<file path="config.mk">
export PLATFORM = sky130hd
export DESIGN_NAME = proc_sequencer
export DESIGN_NICKNAME = d
export VERILOG_FILES = /design/src/rtl/proc_pkg.sv /design/src/rtl/prog_mem.sv /design/src/rtl/proc_sequencer.sv
export SDC_FILE = /design/constraint.sdc
export NUM_CORES = 1
export LEC_CHECK = 0
export ABC_CLOCK_PERIOD_IN_PS = 2600
export CAP_MARGIN = 20
export CORE_ASPECT_RATIO = 0.5
export CORE_MARGIN = 3
export CORE_UTILIZATION = 50
export CTS_BUF_LIST = sky130_fd_sc_hd__clkbuf_8
export CTS_CLUSTER_SIZE = 28
export DETAILED_ROUTE_END_ITERATION = 8
export PLACE_DENSITY = 0.72
export SLEW_MARGIN = 20
export SYNTH_ARGS = -nofsm -noshare
export SYNTH_HDL_FRONTEND = slang
export SYNTH_SLANG_ARGS = --single-unit
</file>
<file path="constraint.sdc">
create_clock -name Clock -period 2.6 [get_ports Clock]
set_input_delay 0.52 -clock Clock [delete_from_list [all_inputs] [get_ports Clock]]
set_output_delay 0.52 -clock Clock [all_outputs]
set_load 0.005 [all_outputs]
</file>
<file path="src/rtl/proc_pkg.sv">
// Shared types and constants for the proc instruction sequencer.
package proc_pkg;

    typedef enum logic [2:0] {
        ST_IDLE  = 3'd0,
        ST_ISSUE = 3'd1,
        ST_EXEC  = 3'd2,
        ST_HALT  = 3'd3,
        ST_ERR   = 3'd4
    } state_e;

    localparam logic [1:0] OP_MV  = 2'b00;
    localparam logic [1:0] OP_MVI = 2'b01;
    localparam logic [1:0] OP_ADD = 2'b10;
    localparam logic [1:0] OP_SUB = 2'b11;

    // mvi occupies the instruction word plus one immediate word.
    localparam int MVI_WORDS = 2;

endpackage

</file>
<file path="src/rtl/prog_mem.sv">
// Program store: synchronous write, two asynchronous read ports (pc and pc+1).
module prog_mem #(
    parameter int DW = 6,
    parameter int AW = 4
) (
    input  logic          i_clk,
    input  logic          i_we,
    input  logic [AW-1:0] i_waddr,
    input  logic [DW-1:0] i_wdata,
    input  logic [AW-1:0] i_raddr0,
    input  logic [AW-1:0] i_raddr1,
    output logic [DW-1:0] o_rdata0,
    output logic [DW-1:0] o_rdata1
);

    logic [DW-1:0] r_mem [2**AW];

    always_ff @(posedge i_clk) begin
        if (i_we) begin
            r_mem[i_waddr] <= i_wdata;
        end
    end

    assign o_rdata0 = r_mem[i_raddr0];
    assign o_rdata1 = r_mem[i_raddr1];

endmodule

</file>
<file path="src/rtl/proc_sequencer.sv">
// Sequencer that steps the proc datapath through a stored program.
// Optional EXEC watchdog enabled by defining PROC_SEQ_WATCHDOG_EN.
module proc_sequencer
    import proc_pkg::*;
#(
    parameter int DATAWIDTH = 6,
    parameter int AW        = 4
) (
    input  logic                 Clock,
    input  logic                 Resetn,
    input  logic                 start,
    input  logic                 stop,
    input  logic                 loop,
    input  logic [AW:0]          prog_len,
    input  logic                 ld_we,
    input  logic [AW-1:0]        ld_addr,
    input  logic [DATAWIDTH-1:0] ld_data,
    output logic [DATAWIDTH-1:0] DIN,
    output logic                 Run,
    input  logic                 Done,
    output logic                 busy,
    output logic                 halted,
    output logic                 err,
    output logic [AW-1:0]        pc,
    output logic [15:0]          instr_cnt,
    output logic [2:0]           dbg_state
);

    state_e               r_state;
    logic [AW-1:0]        r_pc;
    logic [AW:0]          r_len;
    logic [1:0]           r_op;
    logic [15:0]          r_cnt;

    logic [DATAWIDTH-1:0] w_word;
    logic [DATAWIDTH-1:0] w_imm;
    logic [AW-1:0]        w_pc1;
    logic [AW:0]          w_pc1_ext;
    logic [AW:0]          w_step;
    logic [AW:0]          w_npc;
    logic                 w_busy;
    logic                 w_we;
    logic                 w_word_mvi;
    logic                 w_wd_expired;

    assign w_busy     = (r_state == ST_ISSUE) || (r_state == ST_EXEC);
    assign w_we       = ld_we && !w_busy;
    assign w_pc1      = r_pc + AW'(1);
    assign w_pc1_ext  = {1'b0, r_pc} + (AW+1)'(1);
    assign w_word_mvi = (w_word[DATAWIDTH-1 -: 2] == OP_MVI);
    assign w_step     = (r_op == OP_MVI) ? (AW+1)'(MVI_WORDS) : (AW+1)'(1);
    assign w_npc      = {1'b0, r_pc} + w_step;

    prog_mem #(
        .DW (DATAWIDTH),
        .AW (AW)
    ) u_prog_mem (
        .i_clk    (Clock),
        .i_we     (w_we),
        .i_waddr  (ld_addr),
        .i_wdata  (ld_data),
        .i_raddr0 (r_pc),
        .i_raddr1 (w_pc1),
        .o_rdata0 (w_word),
        .o_rdata1 (w_imm)
    );

`ifdef PROC_SEQ_WATCHDOG_EN
    logic [1:0] r_wd;

    // Counts EXEC cycles; zero in the first EXEC cycle of every instruction.
    always_ff @(posedge Clock or negedge Resetn) begin
        if (!Resetn) begin
            r_wd <= '0;
        end else if (r_state != ST_EXEC) begin
            r_wd <= '0;
        end else begin
            r_wd <= r_wd + 2'd1;
        end
    end

    assign w_wd_expired = (r_wd == 2'd3);
`else
    assign w_wd_expired = 1'b0;
`endif

    always_ff @(posedge Clock or negedge Resetn) begin
        if (!Resetn) begin
            r_state <= ST_IDLE;
            r_pc    <= '0;
            r_len   <= '0;
            r_op    <= OP_MV;
            r_cnt   <= '0;
        end else begin
            case (r_state)
                ST_IDLE, ST_HALT, ST_ERR: begin
                    if (start) begin
                        if (prog_len == '0) begin
                            r_state <= ST_HALT;
                        end else begin
                            r_pc    <= '0;
                            r_cnt   <= '0;
                            r_len   <= prog_len;
                            r_state <= ST_ISSUE;
                        end
                    end
                end
                ST_ISSUE: begin
                    r_op <= w_word[DATAWIDTH-1 -: 2];
                    if (w_word_mvi && (w_pc1_ext >= r_len)) begin
                        r_state <= ST_ERR;
                    end else begin
                        r_state <= ST_EXEC;
                    end
                end
                ST_EXEC: begin
                    if (Done) begin
                        if (r_cnt != 16'hFFFF) begin
                            r_cnt <= r_cnt + 16'd1;
                        end
                        // stop wins over loop at the end of the program.
                        if (w_npc >= r_len) begin
                            if (loop && !stop) begin
                                r_pc    <= '0;
                                r_state <= ST_ISSUE;
                            end else begin
                                r_state <= ST_HALT;
                            end
                        end else if (stop) begin
                            r_state <= ST_HALT;
                        end else begin
                            r_pc    <= w_npc[AW-1:0];
                            r_state <= ST_ISSUE;
                        end
                    end else if (w_wd_expired) begin
                        r_state <= ST_ERR;
                    end
                end
                default: r_state <= ST_IDLE;
            endcase
        end
    end

    always_comb begin
        DIN = '0;
        case (r_state)
            ST_ISSUE: DIN = w_word;
            ST_EXEC:  DIN = (r_op == OP_MVI) ? w_imm : '0;
            default:  DIN = '0;
        endcase
    end

    assign Run       = (r_state == ST_ISSUE);
    assign busy      = w_busy;
    assign halted    = (r_state == ST_HALT);
    assign err       = (r_state == ST_ERR);
    assign pc        = r_pc;
    assign instr_cnt = r_cnt;
    assign dbg_state = r_state;

endmodule

</file>
# After elaboration in Yosys (flattened, before gate mapping)
# Memories as Yosys holds them, arrays and structs flattened.
# Cells that the tools add are included.
# totals
reg_bits,30
latchBits,0
ramBits,96
rom_bits,0
output_inout_bits,33
n_memories,1
# mem_list
memory,words,word_bits,rd,rd_ports_with_merged_regs,write_ports,line_no,source
u_prog_mem.r_mem,16,6,2,0,1,prog_mem.sv:16,logic [DW-1:0] r_mem [2**AW];
# classes
addsub,4
mul,0
n_div,0
order_cmp,2
n_eq_ne,13
shift,0
mux,25
bitwise,1
n_reduce_logical,14
# ops
cell,n
2-to-1 mux 16 bit,4
case mux 16 bit (2 select lines),1
2-to-1 mux 4 bit,6
adder 16 x 1 -> 16 bit (second input constant),1
!= test 16 bit (second input constant),1
2-to-1 mux 3 bit,4
case mux 6 bit (2 select lines),1
>= comparator 5 bit,2
case mux 3 bit (3 select lines),1
2-to-1 mux 2 bit,4
case mux 4 bit (2 select lines),1
== test 3 x 2 -> 1 bit (second input constant),2
2-to-1 mux 6 bit,1
!= test 2 bit (second input constant),3
!= test 3 x 2 -> 1 bit (second input constant),2
AND reduction 6 bit,1
adder 4 x 1 -> 5 bit (second input constant),1
adder 4 x 2 -> 5 bit,1
zero test 5 bit,1
AND reduction 5 bit,1
adder 4 x 1 -> 4 bit (second input constant),1
== test 2 x 1 -> 1 bit (second input constant),2
== test 3 x 1 -> 1 bit (second input constant),1
== test 3 bit (second input constant),1
other kinds (11),15

# Longest topological paths before layout
# Gate-level depths: netlist of run 1.
# logic_depth
word_depth,7
mapped_depth,13
ltp_nobuf,13

# Hierarchy
# A second synthesis of run 1 with hierarchy kept.
# unflattened
hier_cells,459
hier_area_um2,6633.9
# by_module_without_submodules
mod,n_inst,cells_per_inst,area_each_um2
prog_mem,1,225,4554.4
proc_sequencer,1,234,2079.5

# Least setup slack after synthesis of run 1
# OpenSTA, ideal clock, no wires.
# synth_path
path_type,register to register
from,reg r_op[1]
to,reg r_pc[2] (netlist: pc[2])
t_arrival_ns,2.608
required_time_ns,2.490
slack_ns,-0.118
stages_incl_launch_ff,11
period_less_slack_ns,2.718
path_cell_list,dfrtp_1 > nand2b_1 > ha_1 > fa_1 > xor2_1 > ha_1 > a211o_1 > o211ai_1 > a31oi_1 > o21bai_2 > o41ai_1
# synth_between
elab_chain_cells,7
elab_cells_between_ends,11
cone_classes,add/sub (1); order compare (1); eq/ne (3); mux (5); reduce/logical (1)
# synth_lines
item,line_no,source
"start, declared",proc_sequencer.sv:32,logic [1:0] r_op;
"start signal, assigned",proc_sequencer.sv:109,r_op <= w_word[DATAWIDTH-1 -: 2];
== test 2 x 1 -> 1 bit (*),proc_sequencer.sv:51,assign w_step = (r_op == OP_MVI) ? (AW+1)'(MVI_WORDS) : (AW+1)'(1);
2-to-1 mux 2 bit (*),proc_sequencer.sv:51,
adder 4 x 2 -> 5 bit (*),proc_sequencer.sv:52,"assign w_npc = {1'b0, r_pc} + w_step;"
>= comparator 5 bit or 2-to-1 mux 4 bit (tied branches),"proc_sequencer.sv:122, proc_sequencer.sv:129",
2-to-1 mux 4 bit,proc_sequencer.sv:122,if (w_npc >= r_len) begin
2-to-1 mux 4 bit,proc_sequencer.sv:117,if (Done) begin
case mux 4 bit (2 select lines),proc_sequencer.sv:95,case (r_state)
"end signal, assigned",proc_sequencer.sv:132,r_pc <= w_npc[AW-1:0];
"end, declared",proc_sequencer.sv:30,logic [AW-1:0] r_pc;
# Mark *: on every way between the ends. The rest lies on a longest branch, timed or not. The select of a mux whose other input is x is not followed.
# A chain may end at the register's enable or synchronous reset.

# Worst setup path in the final report of run 1
# layout_path
from,reg r_pc[1] (netlist: pc[1])
to,out DIN[2]
# layout_between
elab_chain_cells,4
# layout_lines
item,line_no,source
adder 4 x 1 -> 4 bit,proc_sequencer.sv:48,assign w_pc1 = r_pc + AW'(1);
memory read (16 x 6 bit) (*),n/a,
2-to-1 mux 6 bit,proc_sequencer.sv:148,ST_EXEC: DIN = (r_op == OP_MVI) ? w_imm : '0;
case mux 6 bit (2 select lines) (*),proc_sequencer.sv:146,case (r_state)
"end, declared",proc_sequencer.sv:18,"output logic [DATAWIDTH-1:0] DIN,"
# Mark *: on every way between the ends. The rest lies on a longest branch, timed or not.

==> flow_summary.json, run 1 <==
{
  "rrSetupSlack_ns": -0.42,
  "synth_cell_type_count": 55,
  "core_mm2": 0.0123,
  "async_flop_share": 0.238,
  "grtUsageMet3": 0.0807,
  "clock-sinks": 126,
  "max_cap_violations": 0,
  "cts_max_path_buffers": 2,
  "synth_seq_cells": 126,
  "maxSlewViolCount": 0,
  "grt_pass1_wl_um": 26100,
  "place_congestion": 0.832,
  "vias": 4566,
  "wl_per_cell_um": 22.0,
  "switching_power_mw": 2.89,
  "antennaDiodeCount": 0,
  "worst_slack_ns": -0.486,
  "finalHoldViolations": 0,
  "hold_slack_ns": 0.474,
  "synth_fp_nets": 491,
  "grt_overflow": 0,
  "critPathMaxStageDelay_ns": 0.46,
  "clockRootBuffer": "clkbuf_8",
  "finalNetCount": 618,
  "max_freq_mhz": 324,
  "avgSynthCellArea_um2": 14.5,
  "p_int_mw": 5.34,
  "synth-edff-count": 96,
  "drc": 0,
  "first_pass_iters": 5,
  "drive_gt1_frac": 0.362,
  "min_period_over_period": 1.19,
  "synth_area_mm2": 0.00660,
  "most-common-layout-cells": "96 x edfxtp_1, 61 x buf_4, 52 x mux4_2",
  "die_h_um": 87.2,
  "cp-end-kind": "output pin",
  "grt_pass1_vias": 4703,
  "worstPathArrival_ns": 2.57,
  "fp.dieW_um": 168,
  "busiest_layer": "met2",
  "power.total_mw": 8.23,
  "grt_max_degree": 31,
  "clk_latency_ns": 0.45,
  "multi_input_area_mm2": 0.00292,
  "seq_area_frac_synth": 0.551,
  "crit_slowest_cell": "mux4_2",
  "worstMarginPinSlew_ns": 0.591,
  "io_pins": 55,
  "use_met1": 0.307,
  "portBuffers": 54,
  "synth-main-ff-cell": "edfxtp_1",
  "htreeDepth": 4,
  "clkTransAtPathRegs_ns": 0.09,
  "drt-total-wl_um": 16700,
  "period_needed_ns": 3.09,
  "layout_commonest_cell": "edfxtp_1",
  "combPwrFrac": 0.496,
  "ir_drop_v": 0.000637,
  "postRouteAntennaNets": 0,
  "path_class": "flip-flop to output pin",
  "fillers": 823,
  "worstSetupStartpointType": "flip-flop",
  "relSlewSlack": 0.604,
  "seq_power_share": 0.293,
  "worstPathRequired_ns": 2.08,
  "rows": 28,
  "grt_usage": 0.241,
  "violations": "setup timing",
  "power_leakage_nw": 3.22,
  "status": "complete, but fails checks",
  "skew_ns": 0.0140,
  "met2_usage": 0.399,
  "cts_tree": "done",
  "seq_area_mm2": 0.00364,
  "hpwl_um": 11100,
  "area_growth_pct": 28.7,
  "yosys_warnings": 0,
  "initial_utilization": 0.535,
  "grt_antenna_before_repair": 0,
  "path_cells": "buf_4 -> buf_12 -> buf_4 -> mux4_2 -> mux4_2 -> nand2_1 -> o21ai_0 -> buf_2",
  "viasPerCell": 6.02,
  "hold_path_class": "input pin to async pin",
  "dieArea_mm2": 0.0147,
  "path_max_fanout": 5,
  "rsz0062_at_grt": "yes",
  "syn_inst": 454,
  "cts_buffers": 17,
  "switching_share": 0.352,
  "pwr-share-clk": 0.211,
  "power.density_mw_per_mm2": 969,
  "drt_iter0_drc": 425,
  "setup_viol": 11
}
[cell usage after synthesis, drive strengths merged (10+ instances only)]
| master | number | share of area |
|---|---|---|
| inv | 14 | 0.0080 |
| ha | 14 | 0.027 |
| edfxtp | 96 | 0.44 |
| mux4 | 52 | 0.18 |
| a21oi | 10 | 0.0082 |
| buf | 22 | 0.021 |
| dfrtp | 30 | 0.11 |
| mux2i | 12 | 0.018 |
| nor2 | 26 | 0.015 |
| nand2 | 45 | 0.026 |
| nand3 | 11 | 0.0083 |
| o21ai | 21 | 0.016 |
[routing by layer]
layer / up-vias / wire [um]
li1: 2039 / -
met1: 2290 / 7060
met2: 209 / 7840
met3: 28 / 1410
met4: 0 / 359
met5: - / 0
[flip-flops by register name (all words and copies together), names as in the netlist]
| name | flops |
|---|---|
| r_len | 5 |
| r_op | 2 |
| pc | 4 |
| dbg_state | 3 |
| u_prog_mem.r_mem | 96 |
| instr_cnt | 16 |
[through the flow]
step | cells | instance area (um^2) | setup WS, ns | util | TNS [ns]
6_report | 759 | 8500 | -0.486 | 0.689 | -4.37
5_1_grt | 759 | 8500 | -0.541 | 0.689 | -5.41
4_1_cts | 757 | 8440 | -0.448 | 0.684 | -3.92
3_5_place_dp | 711 | 7730 | -0.343 | 0.627 | -2.99
3_3_place_gp | 711 | 7730 | -0.309 | 0.627 | -2.20
2_1_floorplan | 454 | 6630 | -0.0463 | - | -0.0463
[what timing repair did]
item | in CTS | in global routing
pin swaps | 12 | 4
cloned | 3 | 1
setup buffers | 11 | 3
hold buffers | 0 | 0
gates resized for setup | 62 | 14
setup endpoints to repair | 13 | 13
[worst paths after layout]
path	cells after the start	from	to
max	8	pc[1]$_DFFE_PN0P_	DIN[2]
min reg2reg	2	r_op[1]$_DFFE_PN0P_	r_op[1]$_DFFE_PN0P_
min	2	Resetn	instr_cnt[8]$_DFFE_PN0P_
min in group Clock	2	r_op[1]$_DFFE_PN0P_	r_op[1]$_DFFE_PN0P_
max reg2reg	11	pc[1]$_DFFE_PN0P_	pc[2]$_DFFE_PN0P_
max in group asynchronous	2	Resetn	pc[0]$_DFFE_PN0P_
[worst max-delay path, delay by kind of cell, from the launching register on]
kind | cells | cell delay [ns]
flops | 1 | 0.45
simple gates | 1 | 0.08
buf+inv | 4 | 0.58
mux | 2 | 0.90
compound gates | 1 | 0.11
[power groups by stage]
stage	Combinational (mW)	Clock (mW)	Sequential (mW)
6_report	4.08	1.74	2.41
5_1_grt	4.40	1.87	2.42
4_1_cts	4.01	1.76	2.41
3_5_place_dp	3.39	0	2.44
3_3_place_gp	3.31	0	2.44
2_1_floorplan	2.29	0	2.43
[kinds of logic after synthesis]
family / count (synthesis) / share of synthesized area
compound gates: 64 / 0.0681
buf+inv: 38 / 0.0305
flops: 126 / 0.551
xor+xnor: 9 / 0.0119
simple gates: 130 / 0.100
fa+ha+maj: 15 / 0.0296
mux: 72 / 0.209
[layout make-up]
type / instances / area share
multi-input combinational: 290 / 0.343
clock inverter: 15 / 0.0193
timing repair buffer: 132 / 0.151
sequential: 126 / 0.428
inverter: 14 / 0.00663
tap: 165 / 0.0243
clock buffer: 17 / 0.0275
No activity file was read; power rests on OpenSTA's default activity.
==> run 2: changes to the inputs <==
- CAP_MARGIN: 20 -> not set
- CORE_MARGIN: 3 -> 2
==> flow_summary.json, run 2 (synthesis results as in run 1) <==
{
  "status": "complete, but fails checks",
  "violations": "setup timing",
  "drt-total-wl_um": 16400,
  "p_int_mw": 5.32,
  "core_mm2": 0.0128,
  "hold_path_class": "input pin to async pin",
  "switching_power_mw": 2.85,
  "min_period_over_period": 1.19,
  "pwr-share-clk": 0.206,
  "grt_pass1_vias": 4623,
  "viasPerCell": 5.95,
  "startpoint": "pc[1]$_DFFE_PN0P_",
  "grt_antenna_before_repair": 0,
  "fp.dieW_um": 166,
  "r2r-start": "pc[0]$_DFFE_PN0P_",
  "worstPathRequired_ns": 2.08,
  "setup_viol": 11,
  "postRouteAntennaNets": 0,
  "maxSlewViolCount": 0,
  "rsz0062_at_grt": "yes",
  "finalHoldViolations": 0,
  "clk_latency_ns": 0.45,
  "first_pass_iters": 5,
  "r2r_end": "pc[2]$_DFFE_PN0P_",
  "cts_buffers": 17,
  "clockRootBuffer": "clkbuf_8",
  "rrSetupSlack_ns": -0.31,
  "area_growth_pct": 28.5,
  "rows": 29,
  "largest-register": "u_prog_mem.r_mem",
  "place_congestion": 0.838,
  "worst_slack_ns": -0.487,
  "fillers": 878,
  "path_class": "flip-flop to output pin",
  "most-common-layout-cells": "96 x edfxtp_1, 64 x buf_4, 52 x mux4_2",
  "critPathTopFamily": "multiplexers",
  "initial_utilization": 0.517,
  "power_leakage_nw": 3.23,
  "drc": 0,
  "worstSetupStartpointType": "flip-flop",
  "die_h_um": 85.2,
  "path_cells": "ha_4 -> buf_12 -> mux4_2 -> mux2_4 -> o21ai_2 -> o22ai_1 -> buf_2",
  "htreeDepth": 4,
  "worstMarginPinSlew_ns": 0.572,
  "cts_tree": "done",
  "skew_ns": 0.0130,
  "seq_power_share": 0.297,
  "largest_register_ffs": 96,
  "relSlewSlack": 0.618,
  "drt_iter0_drc": 403,
  "cp-end-kind": "output pin",
  "antennaDiodeCount": 0,
  "critical_path_buf_inv_count": 2,
  "worstPathArrival_ns": 2.57,
  "clkTransAtPathRegs_ns": 0.09,
  "ir_drop_v": 0.000467,
  "crit_end": "DIN[5]",
  "grt_pass1_wl_um": 25500,
  "path_max_fanout": 5,
  "power.density_mw_per_mm2": 964,
  "r2r_cells": 11,
  "layout_commonest_cell": "edfxtp_1",
  "combPwrFrac": 0.498,
  "grt_max_degree": 31,
  "io_pins": 55,
  "portBuffers": 54,
  "vias": 4573,
  "crit_slowest_cell": "mux4_2",
  "finalNetCount": 622,
  "critPathMaxStageDelay_ns": 0.51,
  "grt_usage": 0.242,
  "pre_cts_ws_ns": -0.310,
  "switching_share": 0.348,
  "hold_slack_ns": 0.465,
  "grt_overflow": 0,
  "cp_num_cells": 7,
  "wl_per_cell_um": 21.4,
  "period_needed_ns": 3.09,
  "clock-sinks": 126,
  "dieArea_mm2": 0.0142,
  "cts_max_path_buffers": 2,
  "drive_gt1_frac": 0.363,
  "hpwl_um": 10700,
  "max_cap_violations": 0,
  "max_freq_mhz": 324
}
## run 2: power by group through the flow
stage	Sequential (mW)	Clock, mW	Combinational [mW]
2_1_floorplan	2.43	0	2.29
3_5_place_dp	2.45	0	3.32
5_1_grt	2.44	1.78	4.38
3_3_place_gp	2.45	0	3.25
4_1_cts	2.42	1.70	3.86
6_report	2.42	1.68	4.07
## run 2: area by class of cell
| cell class | count | area [um^2] | area share |
|---|---|---|---|
| clock buffers | 17 | 234 | 0.0276 |
| well taps | 170 | 213 | 0.0251 |
| clock inverters | 15 | 149 | 0.0176 |
| multi-input cells | 290 | 2920 | 0.344 |
| flip-flops and latches | 126 | 3640 | 0.429 |
| inverters | 14 | 56.3 | 0.00664 |
| repair buffers | 136 | 1270 | 0.150 |
## run 2: worst min-delay path by stage
stage	startpoint	endpoint	slack, ns	depth (start not counted)
floorplan	Resetn	dbg_state[0]$_DFFE_PN0P_	0.22	0
global placement	r_op[1]$_DFFE_PN0P_	r_op[1]$_DFFE_PN0P_	0.47	2
detailed placement	r_op[1]$_DFFE_PN0P_	r_op[1]$_DFFE_PN0P_	0.48	2
CTS	Resetn	instr_cnt[0]$_DFFE_PN0P_	0.46	2
global route	Resetn	instr_cnt[1]$_DFFE_PN0P_	0.51	2
finish	Resetn	instr_cnt[2]$_DFFE_PN0P_	0.47	2
## run 2: what timing repair did
action                     CTS  global route
buffers inserted            15             8
pin swaps                   16             8
setup endpoints to repair   13            13
gates resized for setup     62            24
gates cloned                 2             0
hold buffers                 0             0
## run 2: per-layer routing
layer | vias up | wire length (um) | global-route usage
li1 | 2041 | - | -
met1 | 2284 | 6910 | 0.335
met2 | 222 | 7960 | 0.387
met3 | 26 | 1240 | 0.0485
met4 | 0 | 315 | 0.0940
met5 | - | 0 | 0
## run 2: per-stage QoR
| step | power, mW | setup TNS, ns | cell area [um^2] | instances | utilization |
|---|---|---|---|---|---|
| floorplan | 4.72 | -0.0463 | 6630 | 454 | - |
| global placement | 5.70 | -2.20 | 7720 | 716 | 0.605 |
| detailed placement | 5.77 | -2.87 | 7720 | 716 | 0.605 |
| CTS | 7.98 | -3.45 | 8410 | 764 | 0.658 |
| global route | 8.61 | -4.31 | 8480 | 768 | 0.664 |
| finish | 8.17 | -3.46 | 8480 | 768 | 0.664 |
